[config.mk]
export PLATFORM = sky130hd
export DESIGN_NAME = fetch_unit_flat
export DESIGN_NICKNAME = d
export VERILOG_FILES = /design/src/rtl/fetch_unit_if.sv /design/src/rtl/fetch_unit.sv /design/src/flat_wrapper.sv
export SDC_FILE = /design/constraint.sdc
export NUM_CORES = 1
export LEC_CHECK = 0
export CAP_MARGIN = 20
export CORE_MARGIN = 4
export CORE_UTILIZATION = 30
export CTS_CLUSTER_SIZE = 12
export DETAILED_ROUTE_END_ITERATION = 6
export HOLD_SLACK_MARGIN = 0.15
export PLACE_DENSITY = 0.47
export SLEW_MARGIN = 20
export SYNTH_ARGS = -nofsm -noshare
export SYNTH_HDL_FRONTEND = slang
export SYNTH_SLANG_ARGS = --single-unit
[constraint.sdc]
create_clock -name clk -period 2.3 [get_ports clk]
set_input_delay 0.46 -clock clk [delete_from_list [all_inputs] [get_ports clk]]
set_output_delay 0.46 -clock clk [all_outputs]
set_load 0.03 [all_outputs]
[src/rtl/fetch_unit_if.sv]
// Fetch unit bus bundle: instruction-memory read port plus the IR valid/ready handshake.
interface fetch_unit_if #(
   parameter int unsigned WIDTH = 16
);
   logic             mem_rd;
   logic [WIDTH-1:0] mem_addr;
   logic [WIDTH-1:0] mem_rdata;
   logic             ir_valid;
   logic             ir_ready;
   logic [WIDTH-1:0] ir_data;
   logic [WIDTH-1:0] ir_pc;

   // fetch unit side
   modport master (
      output mem_rd, mem_addr, ir_valid, ir_data, ir_pc,
      input  mem_rdata, ir_ready
   );

   // memory / core side
   modport slave (
      input  mem_rd, mem_addr, ir_valid, ir_data, ir_pc,
      output mem_rdata, ir_ready
   );
endinterface

[src/rtl/fetch_unit.sv]
// Instruction fetch stage: sequential word reads into a small prefetch queue,
// presented to the core over valid/ready, with redirect and halt control.
module fetch_unit #(
   parameter int unsigned      WIDTH    = 16,
   parameter int unsigned      DEPTH    = 4,
   parameter logic [WIDTH-1:0] RESET_PC = '0
) (
   input  logic                  clk,
   input  logic                  reset,
   input  logic                  redirect,
   input  logic [WIDTH-1:0]      redirect_pc,
   input  logic                  halt,
   fetch_unit_if.master          bus,
   output logic [$clog2(DEPTH):0] count
);
   localparam int unsigned PW = $clog2(DEPTH);
   localparam int unsigned CW = PW + 1;
   localparam int unsigned SW = CW + 1;

   typedef struct packed {
      logic [WIDTH-1:0] word;
      logic [WIDTH-1:0] pc;
   } entry_t;

   entry_t           queue_q [DEPTH];
   logic [PW-1:0]    head_q, head_d;
   logic [PW-1:0]    tail_q, tail_d;
   logic [CW-1:0]    count_q, count_d;
   logic [WIDTH-1:0] fpc_q, fpc_d;
   logic [WIDTH-1:0] infl_pc_q;
   logic             infl_q;
   logic             issue;
   logic             push;
   logic             pop;

   // Issue/push/pop decisions and next-state; a same-cycle pop is not credited
   // toward issue space, so the outstanding read always has a free slot.
   always_comb begin
      issue   = !reset && !redirect && !halt &&
                ((SW'(count_q) + SW'(infl_q)) < SW'(DEPTH));
      push    = infl_q && !redirect;
      pop     = (count_q != '0) && bus.ir_ready && !redirect;
      fpc_d   = fpc_q;
      head_d  = head_q;
      tail_d  = tail_q;
      count_d = count_q;
      if (redirect) begin
         fpc_d   = redirect_pc;
         head_d  = '0;
         tail_d  = '0;
         count_d = '0;
      end else begin
         if (issue) fpc_d  = fpc_q + WIDTH'(1);
         if (push)  tail_d = tail_q + PW'(1);
         if (pop)   head_d = head_q + PW'(1);
         count_d = count_q + CW'(push) - CW'(pop);
      end
   end

   // State registers and queue storage.
   always_ff @(posedge clk) begin
      if (reset) begin
         fpc_q     <= RESET_PC;
         head_q    <= '0;
         tail_q    <= '0;
         count_q   <= '0;
         infl_q    <= 1'b0;
         infl_pc_q <= '0;
         for (int unsigned i = 0; i < DEPTH; i++) queue_q[PW'(i)] <= '0;
      end else begin
         fpc_q   <= fpc_d;
         head_q  <= head_d;
         tail_q  <= tail_d;
         count_q <= count_d;
         infl_q  <= issue;
         if (issue) infl_pc_q <= fpc_q;
         if (push)  queue_q[tail_q] <= '{word: bus.mem_rdata, pc: infl_pc_q};
      end
   end

   assign bus.mem_rd   = issue;
   assign bus.mem_addr = fpc_q;
   assign bus.ir_valid = (count_q != '0);
   assign bus.ir_data  = queue_q[head_q].word;
   assign bus.ir_pc    = queue_q[head_q].pc;
   assign count        = count_q;
endmodule

[src/flat_wrapper.sv]
// flat-port wrapper written by rule: the top's interface ports become plain ports
module fetch_unit_flat 
#(
   parameter int unsigned      WIDTH    = 16,
   parameter int unsigned      DEPTH    = 4,
   parameter logic [WIDTH-1:0] RESET_PC = '0
)
  (clk, reset, redirect, redirect_pc, halt, count, bus_mem_rd, bus_mem_addr, bus_ir_valid, bus_ir_data, bus_ir_pc, bus_mem_rdata, bus_ir_ready);
  fetch_unit_if #(.WIDTH(WIDTH)) bus_i ();
  input  logic clk;
  input  logic reset;
  input  logic redirect;
  input  logic [WIDTH-1:0] redirect_pc;
  input  logic halt;
  output logic [$clog2(DEPTH):0] count;
  output wire logic [$bits(bus_i.mem_rd)-1:0] bus_mem_rd;
  output wire logic [$bits(bus_i.mem_addr)-1:0] bus_mem_addr;
  output wire logic [$bits(bus_i.ir_valid)-1:0] bus_ir_valid;
  output wire logic [$bits(bus_i.ir_data)-1:0] bus_ir_data;
  output wire logic [$bits(bus_i.ir_pc)-1:0] bus_ir_pc;
  input wire logic [$bits(bus_i.mem_rdata)-1:0] bus_mem_rdata;
  input wire logic [$bits(bus_i.ir_ready)-1:0] bus_ir_ready;
  assign bus_mem_rd = bus_i.mem_rd;
  assign bus_mem_addr = bus_i.mem_addr;
  assign bus_ir_valid = bus_i.ir_valid;
  assign bus_ir_data = bus_i.ir_data;
  assign bus_ir_pc = bus_i.ir_pc;
  assign bus_i.mem_rdata = bus_mem_rdata;
  assign bus_i.ir_ready = bus_ir_ready;
  fetch_unit #(.WIDTH(WIDTH), .DEPTH(DEPTH), .RESET_PC(RESET_PC)) u_core (.clk(clk), .reset(reset), .redirect(redirect), .redirect_pc(redirect_pc), .halt(halt), .bus(bus_i), .count(count));
endmodule
# Yosys cells after proc, flatten, opt, wreduce, memory -nomap -nowiden
# Memory sizes are Yosys's and may differ from the RTL's. A register that Yosys moved wholly into a read port is not among the register bits.
# Cells that the tools add are included.
# Widths: inputs -> output; s select.
[classes]
n_reduce_logical = 13
muxes = 12
addsub = 6
mul = 0
n_eq_ne = 0
bitwise = 0
n_div = 0
shifts = 0
magnitude_cmp = 1
[ops]
columns = ["cell", "n"]
rows = [
  ["$mux 16", 2],
  ["$mux 32", 1],
  ["$reduce_or 32->1", 1],
  ["$add 16x1->16 const B", 1],
  ["$logic_and 1x1->1", 6],
  ["$mux 1", 6],
  ["$mux 2", 3],
  ["$add 2x1->2 const B", 2],
  ["$add 3x1->4", 1],
  ["$lt 4x3->1 const B", 1],
  ["$add 3x1->3", 1],
  ["$logic_not 1->1", 3],
  ["$reduce_bool 3->1", 1],
  ["$sub 3x1->3", 1],
  ["$reduce_bool 2->1", 1],
  ["$reduce_or 2->1", 1],
]
[word_totals]
latch_bits = 0
romBits = 0
ramBits = 128
reg_bits = 40
out_inout_bits = 53
elab_cells = 39
in_bits = 37
mem_count = 1
[mem_list]
columns = ["name", "words", "width", "rd", "rd_ports_with_merged_regs", "write_ports", "line", "text"]
rows = [
  ["u_core.queue_q", 4, 32, 1, 1, 4, "fetch_unit.sv:25", "entry_t queue_q [DEPTH];"],
]

# Depth between registers and ports, before layout
[depth]
depth_word = 7
ltp_mapped = 10
mapped_depth_nobuf = 9

# Worst setup path before layout
# No wires, ideal clock.
[synth_timing]
kind = "reg-to-reg"
start = "reg u_core.count_q[0] (netlist: u_core.count[0])"
end = "reg u_core.count_q[2] (netlist: u_core.count[2])"
setup_time_ns = 0.127
setup_slack_ns = -0.132
path_stages_with_launch = 10
arrival_ns = 2.305
synth_period_minus_slack_ns = 2.432
path_buffers = 0
required_time_ns = 2.173
path_cell_list = "dfxtp_1 > or3_1 > and3_1 > ha_1 > inv_1 > ha_1 > inv_1 > fa_1 > xnor2_1 > nor2_1"
[synth_between]
elab_chain_cells = 4
elab_cells_between_ends = 5
cone_classes = "2 x add/sub; 3 x reduce/logical"
[synth_rtl]
columns = ["item", "line", "text"]
rows = [
  ["start, declared", "fetch_unit.sv:28", "logic [CW-1:0] count_q, count_d;"],
  ["start signal, assigned", "fetch_unit.sv:74", "count_q <= count_d;"],
  ["$reduce_bool 3->1", "--", ""],
  ["net bus_ir_valid", "flat_wrapper.sv:18", "output wire logic [$bits(bus_i.ir_valid)-1:0] bus_ir_valid;"],
  ["$logic_and 1x1->1 (2 in a row)", "fetch_unit.sv:42", "pop = (count_q != '0) && bus.ir_ready && !redirect;"],
  ["net u_core.pop", "fetch_unit.sv:34", "logic pop;"],
  ["$sub 3x1->3", "fetch_unit.sv:56", "count_d = count_q + CW'(push) - CW'(pop);"],
]
# The timed path passes the listed nets, and every way through them passes these cells.
# A chain may end at the register's enable or synchronous reset.

==> impl_metrics.json <==
{
  "yosysTopAreaCellShare": 0.5231,
  "synth_top_family_by_area": "simple AND/OR/NAND/NOR gates",
  "port_buffers": 89,
  "via_count": 4981,
  "cp-end-kind": "output pin",
  "internal-power_mw": 5.496,
  "post_dp_cell_area_um2": 8961,
  "clk_latency_ns": 0.43,
  "drc": 0,
  "r2r-start": "u_core.count[2]$_SDFF_PP0_",
  "postSynthCellCount": 589,
  "cp_max_fo": 16,
  "synth_nets": 631,
  "synth_fa_ha_area_frac": 0.009535,
  "worst_pin_slew_ns": 0.7459,
  "num_rows": 57,
  "fp.dieH_um": 164.5,
  "r2r_cells": 9,
  "antenna_left": 0,
  "grt_pass1_vias": 5268,
  "crit_required_ns": 1.84,
  "tns_ns": 0,
  "ys_ff_latch": 170,
  "antenna_found_initial": 0,
  "critical_path_class": "flop to output pin",
  "syn_area_um2": 7348,
  "final-hold-violation-count": 0,
  "crit_path_end": "bus_ir_pc[13]",
  "r2r-end": "u_core.count[2]$_SDFF_PP0_",
  "drive_above_1_share": 0.2059,
  "min_path_type": "flop to flop",
  "relSlewSlack": 0.5015,
  "syn_area_per_cell_um2": 12.48,
  "synth_common_cells": "edfxtp_1 (128), nor2_1 (104), nand2_1 (46), inv_1 (44), dfxtp_1 (42)",
  "placed_cells": 995,
  "n_antenna_cell": 0,
  "clkSinkCount": 170,
  "hold_depth": 2,
  "yosysUniqueCellTypes": 48,
  "layout.cells.non_filler": 1033,
  "cp-start-kind": "flop",
  "viasPerCell": 4.822,
  "synthTopCellsByArea": "edfxtp_1 (52%), dfxtp_1 (11%), mux4_2 (9.8%)",
  "overflow": 0,
  "stdcell_area_um2": 9706,
  "cts-root-buf": "clkbuf_16",
  "fill_cells": 2293,
  "die-area_um2": 27060,
  "start_util": 0.3039,
  "peakVddDrop_v": 0.0003763,
  "synth_compound_area_frac": 0.06419,
  "dpl.hpwl_mm": 11.22,
  "yosysTopAreaCell": "edfxtp_1",
  "gp_congestion": 0.7523,
  "synth-simple-area-share": 0.1396,
  "rsz0062_at_grt": "yes",
  "max_cap_violations": 0,
  "p_per_area_nw_per_um2": 725.5,
  "tritoncts": "built",
  "critPathArrivalTime_ns": 1.79,
  "critPathMaxStageDelay_ns": 0.56,
  "synthFlopType": "edfxtp_1",
  "synth-async-reset-ratio": 0,
  "reg2reg_slack_ns": 0.16,
  "synthXorXnorAreaFrac": 0.007151,
  "dieWidth_um": 164.5,
  "grt_pass1_wl_mm": 29.15,
  "timing.fmax_ghz": 0.4445,
  "slowest_stage": "mux4_2",
  "yosys_warnings": 0,
  "routed_wl_mm": 18.38,
  "power_mw": 7.042,
  "fin_nets": 738,
  "pin_count": 90,
  "pwr-share-clk": 0.430,
  "synth-edff-count": 128,
  "synth.area.mux_share": 0.09808,
  "finalCriticalPeriod_ns": 2.250,
  "core-area_um2": 24180,
  "slew_viol_final": 0,
  "htree_levels": 4,
  "grt_max_degree": 33,
  "wl_per_cell_um": 17.79,
  "fin_worst_skew_ns": 0.005475,
  "p_sw_frac": 0.2194,
  "pwr-share-seq": 0.490,
  "power.switching_mw": 1.545,
  "synth-seq-area-share": 0.6375,
  "power.share.combinational": 0.080,
  "period_share": 0.9781,
  "cts_made_buffers": 17,
  "power_leakage_nw": 3.614,
  "status": "complete, no violations",
  "drt_iter0_markers": 269,
  "fin_util": 0.4014,
  "area_growth_syn_to_layout_pct": 32.08,
  "synth_most_common_cell": "edfxtp_1",
  "crit_path_cell_trace": "buf_16 > mux4_2 > buf_12",
  "grt_usage": 0.1419,
  "clockBufferDepth": 2,
  "setup_viol_count_final": 0,
  "first_pass_iters": 4,
  "path_clk_slew_ns": 0.06
}
==> logic make-up after synthesis <==
kind of cell	Yosys count
adder cells (fa/ha/maj)	5
AND/OR/NAND/NOR	223
multiplexers	32
AO/OA/AOI/OAI	71
flip-flops	170
buffers and inverters	82
XOR/XNOR	6
==> per-stage QoR <==
step,worst slack (ns),hold slack (ns)
5_1_grt,-0.02377,0.5028
6_report,0.05034,0.4772
2_1_floorplan,-0.01726,0.4544
4_1_cts,-0.02737,0.4813
3_5_place_dp,-0.1519,0.4719
3_3_place_gp,-0.1356,0.4707
==> sequential cells by signal, summed over array words and instances (netlist names), named ones only <==
signal	cells
u_core.tail_q	2
u_core.bus.mem_addr	16
u_core.head_q	2
u_core.infl_pc_q	16
u_core.infl_q	1
u_core.queue_q	128
u_core.count	3
==> cells in the final DEF (no fill, tap or decap), types with 6 or more instances in the layout <==
cell | Yosys | final
xnor2_1 | 6 | 6
o21ai_0 | 19 | 19
buf_12 | 0 | 24
clkbuf_16 | 0 | 18
nand3_1 | 20 | 20
buf_6 | 0 | 8
inv_1 | 44 | 44
nor2_1 | 104 | 103
buf_4 | 0 | 36
mux4_2 | 32 | 32
dfxtp_1 | 42 | 39
and2_1 | 18 | 18
edfxtp_1 | 128 | 128
a21oi_1 | 18 | 18
a311oi_1 | 8 | 8
nand2_1 | 46 | 46
clkdlybuf4s50_1 | 0 | 56
==> what timing repair did <==
action                                  4_1_cts  5_1_grt
cloned                                        1        1
pin swaps                                     2        3
setup buffers                                 4        1
endpoints found under the setup margin       24       24
endpoints found under the hold margin         0        0
gates resized for setup                       4       11
hold buffers                                  0        0
==> routing by layer <==
layer / share of wire / GRT usage / vias to the layer above
met5: 0 / 0 / -
met4: 0.0080 / 0.03100 / 0
met3: 0.048 / 0.03743 / 14
met2: 0.49 / 0.2350 / 136
met1: 0.45 / 0.1884 / 2482
li1: - / - / 2349
==> power groups by stage <==
| stage | clock (mW) | combinational [mW] | sequential [mW] |
|---|---|---|---|
| finish | 3.03 | 0.563 | 3.45 |
| detailed placement | 0 | 0.568 | 3.52 |
| global route | 3.25 | 0.603 | 3.47 |
| CTS | 3.10 | 0.573 | 3.45 |
| floorplan | 0 | 0.235 | 3.54 |
| global placement | 0 | 0.566 | 3.51 |
==> worst min-delay path by stage <==
stage	start	endpoint	slack, ns
floorplan	u_core.infl_pc_q[0]$_SDFFE_PP0P_	u_core.infl_pc_q[0]$_SDFFE_PP0P_	0.45
global placement	u_core.infl_pc_q[3]$_SDFFE_PP0P_	u_core.infl_pc_q[3]$_SDFFE_PP0P_	0.47
detailed placement	u_core.infl_pc_q[9]$_SDFFE_PP0P_	u_core.infl_pc_q[9]$_SDFFE_PP0P_	0.47
CTS	u_core.infl_pc_q[9]$_SDFFE_PP0P_	u_core.infl_pc_q[9]$_SDFFE_PP0P_	0.48
global route	u_core.infl_pc_q[7]$_SDFFE_PP0P_	u_core.infl_pc_q[7]$_SDFFE_PP0P_	0.50
finish	u_core.infl_pc_q[9]$_SDFFE_PP0P_	u_core.infl_pc_q[9]$_SDFFE_PP0P_	0.48
==> layout make-up <==
cell class                 count  area, µm²  area share
multi-input combinational    337       2369      0.2440
inverter                      44      165.2     0.01702
sequential                   170       4691      0.4833
clock buffer                  21      450.4     0.04641
timing repair buffer         126       1454      0.1498
tap                          324      405.4     0.04177
clock inverter                11      171.4     0.01766
==> worst max-delay path, delay by kind of cell (launching register included) <==
kind	cells	cell delay, ns
mux	1	0.56
flops	1	0.43
buf+inv	2	0.37
(Power assumes the default switching activity.)
